File: src/rtl/tracker_pkg.sv
// Shared constants for the min/max statistics tracker.
package tracker_pkg;

  // Tracker state encoding
  localparam logic [1:0] ST_EMPTY = 2'd0;
  localparam logic [1:0] ST_TRACK = 2'd1;
  localparam logic [1:0] ST_FULL  = 2'd2;

  // Values min/max take when no sample has been seen yet
  localparam logic [3:0] MIN_INIT = 4'hF;
  localparam logic [3:0] MAX_INIT = 4'h0;

  // One comparator result; exactly one field is set
  typedef struct packed {
    logic lt;
    logic eq;
    logic gt;
  } cmp_t;

endpackage

File: src/rtl/comparator4bit.sv
// Unsigned 4-bit magnitude comparator: a vs b.
module comparator4bit (
  input  logic [3:0] a,
  input  logic [3:0] b,
  output logic       lt,
  output logic       eq,
  output logic       gt
);

  // Pure combinational compare; one-hot by construction
  always_comb begin
    lt = (a <  b);
    eq = (a == b);
    gt = (a >  b);
  end

endmodule

File: src/rtl/minmax_tracker.sv
// Running min/max/count/equal-run statistics over a valid/ready sample stream.
module minmax_tracker
  import tracker_pkg::*;
#(
  parameter int CNT_W = 8,
  parameter int RUN_W = 4
) (
  input  logic             clk,
  input  logic             rst,
  input  logic             clear,
  input  logic             in_valid,
  input  logic [3:0]       in_data,
  output logic             in_ready,
  output logic [3:0]       min_out,
  output logic [3:0]       max_out,
  output logic [CNT_W-1:0] count,
  output logic [RUN_W-1:0] eq_run,
  output logic             new_min,
  output logic             new_max,
  output logic             stats_vld
);

  localparam logic [CNT_W-1:0] CNT_MAX = '1;
  localparam logic [RUN_W-1:0] RUN_MAX = '1;

  logic [1:0]       state;
  logic [3:0]       last;
  logic             accept;
  logic [CNT_W-1:0] cnt_nxt;
  cmp_t             c_max, c_min, c_last;
  logic             unused_cmp;

  // Sample vs. stored max, stored min and previous sample
  comparator4bit u_cmp_max  (.a(in_data), .b(max_out), .lt(c_max.lt),  .eq(c_max.eq),  .gt(c_max.gt));
  comparator4bit u_cmp_min  (.a(in_data), .b(min_out), .lt(c_min.lt),  .eq(c_min.eq),  .gt(c_min.gt));
  comparator4bit u_cmp_last (.a(in_data), .b(last),    .lt(c_last.lt), .eq(c_last.eq), .gt(c_last.gt));

  // Only the strict direction matters for min/max; remaining flags are informational
  assign unused_cmp = ^{c_max.lt, c_max.eq, c_min.eq, c_min.gt, c_last.lt, c_last.gt};

  // Ready drops when saturated or while a restart is being requested
  always_comb begin
    in_ready = (state != ST_FULL) && !clear;
    accept   = in_valid && in_ready;
    cnt_nxt  = count + CNT_W'(1);
  end

  // State and statistics registers; pulses default low every cycle
  always_ff @(posedge clk) begin
    if (rst || clear) begin
      state     <= ST_EMPTY;
      min_out   <= MIN_INIT;
      max_out   <= MAX_INIT;
      last      <= 4'h0;
      count     <= '0;
      eq_run    <= '0;
      new_min   <= 1'b0;
      new_max   <= 1'b0;
      stats_vld <= 1'b0;
    end else begin
      new_min <= 1'b0;
      new_max <= 1'b0;
      if (accept) begin
        count     <= cnt_nxt;
        last      <= in_data;
        stats_vld <= 1'b1;
        if (state == ST_EMPTY) begin
          // First sample seeds every reference regardless of comparisons
          min_out <= in_data;
          max_out <= in_data;
          eq_run  <= RUN_W'(1);
          new_min <= 1'b1;
          new_max <= 1'b1;
        end else begin
          if (c_max.gt) begin
            max_out <= in_data;
            new_max <= 1'b1;
          end
          if (c_min.lt) begin
            min_out <= in_data;
            new_min <= 1'b1;
          end
          if (c_last.eq)
            eq_run <= (eq_run == RUN_MAX) ? eq_run : eq_run + RUN_W'(1);
          else
            eq_run <= RUN_W'(1);
        end
        state <= (cnt_nxt == CNT_MAX) ? ST_FULL : ST_TRACK;
      end
    end
  end

endmodule

File: config.mk
export PLATFORM = sky130hd
export DESIGN_NAME = minmax_tracker
export DESIGN_NICKNAME = d
export VERILOG_FILES = /design/src/rtl/tracker_pkg.sv /design/src/rtl/comparator4bit.sv /design/src/rtl/minmax_tracker.sv
export SDC_FILE = /design/constraint.sdc
export NUM_CORES = 1
export LEC_CHECK = 0
export ABC_AREA = 0
export BUFFER_PORTS_ARGS = -buffer_cell sky130_fd_sc_hd__buf_2
export CAP_MARGIN = 0
export CORE_MARGIN = 1.5
export CORE_UTILIZATION = 58
export CTS_BUF_LIST = sky130_fd_sc_hd__clkbuf_2
export DETAILED_ROUTE_END_ITERATION = 16
export PLACE_DENSITY = 0.84
export SETUP_SLACK_MARGIN = 0.3
export SYNTH_ARGS = -nofsm -noshare
export SYNTH_HDL_FRONTEND = slang
export SYNTH_SLANG_ARGS = --single-unit
File: constraint.sdc
create_clock -name clk -period 3.2 [get_ports clk]
set_clock_uncertainty 0.1 [all_clocks]
set_input_delay 0.16 -clock clk [delete_from_list [all_inputs] [get_ports clk]]
set_output_delay 0.16 -clock clk [all_outputs]
set_load 0.005 [all_outputs]
# Word level (Yosys, flattened, before mapping)
# Index checks and enable logic that the tools add are counted.
[totals]
reg_bits = 29
input_bits = 8
[classes]
n_addsub = 2
magnitude_cmp = 2
eq_ne = 5
n_mux = 12
n_bitwise = 1
n_reduce_logical = 11
[op_table]
columns = ["operator", "count"]
rows = [
  ["2-to-1 mux 4 bit", 7],
  ["adder 8 x 1 -> 8 bit (second input constant)", 1],
  ["== test 8 bit (second input constant)", 1],
  ["AND reduction 2 bit", 3],
  ["adder 4 x 1 -> 4 bit (second input constant)", 1],
  ["== test 4 bit", 1],
  ["== test 4 bit (second input constant)", 1],
  ["> comparator 4 bit", 1],
  ["< comparator 4 bit", 1],
  ["2-to-1 mux 1 bit", 4],
  ["nonzero test 2 bit", 2],
  ["!= test 3 bit (second input constant)", 1],
  ["logical AND 1 bit", 2],
  ["logical NOT 2 bit", 1],
  ["2-to-1 mux 2 bit", 1],
  ["!= test 2 bit (second input constant)", 1],
  ["OR reduction 2 bit", 1],
  ["logical NOT 1 bit", 1],
  ["logical OR 1 bit", 1],
  ["NOT 1 bit", 1],
]

# Logic depth before layout (Yosys ltp)
[depth]
ltp_word = 5
mapped_depth = 7
ltp_nobuf = 7

# Modules after synthesis
# Synthesis repeated with hierarchy kept, for this count alone.
[hier_totals]
hier_cells = 193
area_unflattened_um2 = 1669.1
[by_module_without_submodules]
columns = ["mod", "n_inst", "cells_each", "area_each_um2"]
rows = [
  ["minmax_tracker", 1, 145, 1282.5],
  ["comparator4bit", 3, 16, 128.9],
]

# Worst setup path after synthesis
# OpenSTA, ideal clock, no wires.
[synth_timing]
path_type = "register -> register"
start = "reg max_out[1]"
end = "reg max_out[2]"
setup_time_ns = 0.128
t_arrival_ns = 1.543
required_ns = 2.972
slack_ns = 1.429
path_stages_with_launch = 8
path_buffers = 0
synth_period_minus_slack_ns = 1.771
cell_sequence = "dfxtp_1 inv_1 ha_1 nor2b_1 o211ai_1 a311oi_4 mux2i_1 nor2_1"
[synth_between]
elab_chain_len = 3
[synth_rtl]
columns = ["item", "line_no", "text"]
rows = [
  ["start: declaration", "minmax_tracker.sv:15", "output logic [3:0] max_out,"],
  ["start signal: assignment", "minmax_tracker.sv:70", "max_out <= in_data;"],
  ["start signal: assignment", "minmax_tracker.sv:76", "max_out <= in_data;"],
  ["> comparator 4 bit", "comparator4bit.sv:14", "gt = (a > b);"],
  ["nonzero test 2 bit (no line)", "--", ""],
  ["AND reduction 2 bit (no line)", "--", ""],
]
# Every way passes these cells.
# A chain may end at the register's enable or synchronous reset.

# Worst setup path in the final report
[layout_timing]
start = "in in_data[1]"
end = "reg max_out[2]"
[layout_between]
elab_chain_len = 3
[layout_rtl]
columns = ["item", "line_no", "text"]
rows = [
  ["start: declaration", "minmax_tracker.sv:12", "input logic [3:0] in_data,"],
  ["> comparator 4 bit", "comparator4bit.sv:14", ""],
  ["nonzero test 2 bit (no line)", "--", ""],
  ["AND reduction 2 bit (no line)", "--", ""],
]
# Every way passes these cells.

==> metrics.log <==
INFO  metric status = complete, no violations
INFO  metric seq_power_share = 59.0%
INFO  metric wl = 3320 microns
INFO  metric drt_iter0_drc = 37
INFO  metric gpl.final_weighted_congestion = 0.759
INFO  metric holdCritPathClass = in2reg
INFO  metric io_pins = 32
INFO  metric f_max = 471 MHz
INFO  metric htreeDepth = 2
INFO  metric clk_root_buffer_cell = clkbuf_2
INFO  metric synth_top_area_share = 39.7%
INFO  metric combinational_fraction_of_design_power = 12.8%
INFO  metric post_synth_most_frequent_cells = dfxtp_1 (29), nor2_1 (26), nand2_1 (17), ha_1 (10)
INFO  metric cp_data_required_time = 3330 ps
INFO  metric via_count_of_the_first_global_routing_pass = 1227
INFO  metric global_route.usage.met1 = 31.3%
INFO  metric post_synth_instance_area = 1460 sq um
INFO  metric slowest_stage = dlygate4sd3_1
INFO  metric clock_insertion_delay_worst_skew = 360 ps
INFO  metric avgRoutedWirePerCell = 14.1 microns
INFO  metric grt_busiest_layer = met2
INFO  metric globalRouteTotalUtil = 26.0%
INFO  metric timing.final.crit_share = 66.4%
INFO  metric syn_to_final_growth = 16.8%
INFO  metric power.share.switching = 27.8%
INFO  metric detail_route.first_pass.iterations = 4
INFO  metric timing_worst_setup_path_type = in2reg
INFO  metric critical_path.cell_chain = dlygate4sd3_1 -> buf_2 -> ha_1 -> nor2b_1 -> o211ai_1 -> a311oi_4 -> mux2i_1 -> nor2_1
INFO  metric finalCriticalPeriod = 2120 ps
INFO  metric cts_tree = done
INFO  metric port_buffers = 31
INFO  metric pwr_density_cell = 372 nW/um^2
INFO  metric synth.largest_area_cell = dfxtp_1
INFO  metric rsz0062_at_grt = no
INFO  metric global_route.usage.met2 = 44.4%
INFO  metric number_of_unique_standard_cell_types_used_by_synthesis = 34
INFO  metric critical_path_peak_fanout = 6
INFO  metric cts-root-to-sink-buffers = 2
INFO  metric leakagePower = 0.000778 uW
INFO  metric grt-ovfl-total = 0
INFO  metric num-nets-final = 222
INFO  metric cts_inserted_buffers = 5
INFO  metric die_extent_in_y = 53.2 microns
INFO  metric worst_ir_drop_vdd = 312 uV
INFO  metric routed-via-count = 1314
INFO  metric async_set_reset_flop_share_out_of_synthesis = 0%
INFO  metric synthMostInstantiatedCell = dfxtp_1
INFO  metric clkPwrFrac = 28.2%
INFO  metric post-route-drc-count = 0
INFO  metric final.setup.tns = 0 ps
INFO  metric cp_bufs_invs = 2
INFO  metric syn_avg_cell_area = 8.75 sq um
INFO  metric drive_gt1_share = 22.4%
INFO  metric cap_violations = 0
INFO  metric yosys-top-cells-area = dfxtp_1 (40%), ha_1 (8.6%), nor2_1 (6.7%), nand2_1 (4.4%), mux2i_1 (4.1%)
INFO  metric finalSetupViolations = 0
INFO  metric critical-path-top-delay-family = buffers and inverters
INFO  metric worst-endpoint-arrival = 2260 ps
INFO  metric floorplan.initialDensity = 60.1%
INFO  metric timing_worst_slew_pin_value = 561 ps
INFO  metric die-area = 2830 sq um
INFO  metric final-max-slew-violation-count = 0
INFO  metric route.detailed.vias_per_inst = 5.59
INFO  metric antenna_violating_nets_post_route = 0
INFO  metric grt_start_max_net_pins = 21
INFO  metric cts_sinks = 29
INFO  metric max-slew-margin-rel = 62.4%
INFO  metric total_switching_power = 176 uW
INFO  metric syn_inst = 167
INFO  metric grt_antenna_before_repair = 0
INFO  metric post-dp-hpwl = 2330 microns
INFO  metric n_antenna_cell = 0
INFO  metric dieWidth = 53.2 microns
INFO  metric endpoint_kind = flip-flop
INFO  metric p_int = 458 uW
INFO  metric synthesis.yosys.warnings = 0
INFO  metric syn_nets = 185
INFO  metric final.hold.worst_slack = 25.5 ps
INFO  metric synth_seq_area_share = 39.7%
INFO  metric postSynthRegisterBits = 29
INFO  metric rows = 18
INFO  metric synth_top_flop_cell = dfxtp_1
INFO  metric critPathLaunchType = input port
INFO  metric synth_edf_count = 0
INFO  metric crit_path_max_incr_delay = 550 ps
INFO  metric use_met3 = 6.21%
INFO  metric cts.clk_slew.worst_paths = 170 ps
INFO  metric grt_pass1_wl = 5340 microns
INFO  metric cts_resized = 0
INFO  metric fp.coreArea = 2430 sq um
INFO  metric timing_hold_violations_final = 0
stage by stage:
stage          cell area (sq um)  utilization [%]  instances  worst slack [ps]  total power [uW]
5_1_grt                     1710             70.2        235              1010               664
2_1_floorplan               1460                -        167              1430               434
6_report                    1710             70.2        235              1080               635
4_1_cts                     1700             69.8        234              1220               636
3_5_place_dp                1630             66.9        223              1270               458
3_3_place_gp                1630             66.9        223              1380               453
cell families (layout without fill, tap and decap cells):
kind of cell,Yosys count,count (layout),share of synthesized area (%)
XOR/XNOR,11,11,6.59
AND/OR/NAND/NOR,70,70,22.9
AO/OA/AOI/OAI,26,26,13.0
multiplexers,6,6,4.11
flip-flops,29,29,39.7
adder cells (fa/ha/maj),10,10,8.56
buffers and inverters,15,53,5.05
path summary, 6_finish.rpt:
| path | startpoint | to | cells after the start | slack (ps) |
|---|---|---|---|---|
| max | in_data[1] | max_out[2] | 8 | 1080 |
| min | clear | min_out[3] | 3 | 30 |
| max reg2reg | max_out[1] | max_out[2] | 7 | 1220 |
| min reg2reg | last[1] | last[1] | 2 | 380 |
timing repair:
| item | CTS | global route |
|---|---|---|
| buffers inserted | 0 | 0 |
| hold endpoints to repair | 6 | 1 |
| hold buffers | 3 | 1 |
layout make-up:
cell class | instances | area, sq um
multi-input combinational | 123 | 812
fill | 196 | 726
sequential | 29 | 581
timing repair buffer | 36 | 203
tap | 30 | 37.5
inverter | 9 | 33.8
clock buffer | 6 | 30.0
clock inverter | 2 | 10.0
power by group through the flow:
stage	sequential, uW	clock (uW)	combinational [uW]
global placement	381	0	71.3
detailed placement	382	0	75.6
global route	376	199	89.0
finish	375	179	81.0
CTS	374	182	79.1
floorplan	382	0	51.5
sequential cells by signal, indices dropped and copies added, names as in the netlist, 2 cells and up:
signal	count
max_out	4
state	2
eq_run	4
count	8
last	4
min_out	4
routing by layer:
layer  up-vias  wire, microns
met5         -              0
met4         0             26
met3         5            175
met2        45           1700
met1       621           1410
li1        643              -
cells in the final DEF (no fill, tap or decap), drive strengths merged:
cell	count
nor2	26
ha	10
mux2i	6
xor2	5
o21ai	5
a211oi	3
nand4	4
clkinv	2
xnor2	6
nand3b	1
nand2b	1
o211a	1
a21o	1
nand2	17
nand3	5
dlygate4sd3	4
and3	3
o211ai	3
inv	9
o221ai	1
nor2b	4
a21oi	9
buf	32
or2	2
clkbuf	6
o21bai	1
a221o	1
nor3b	2
nor3	4
a311oi	1
or3b	1
dfxtp	29
worst reg2reg max path, stage by stage, from the launching register on:
cell and delay, ps:
dfxtp_1 370, inv_1 50, ha_1 290, nor2b_1 130, o211ai_1 130, a311oi_4 450
mux2i_1 290, nor2_1 60
No activity file was read; power rests on OpenSTA's default activity.
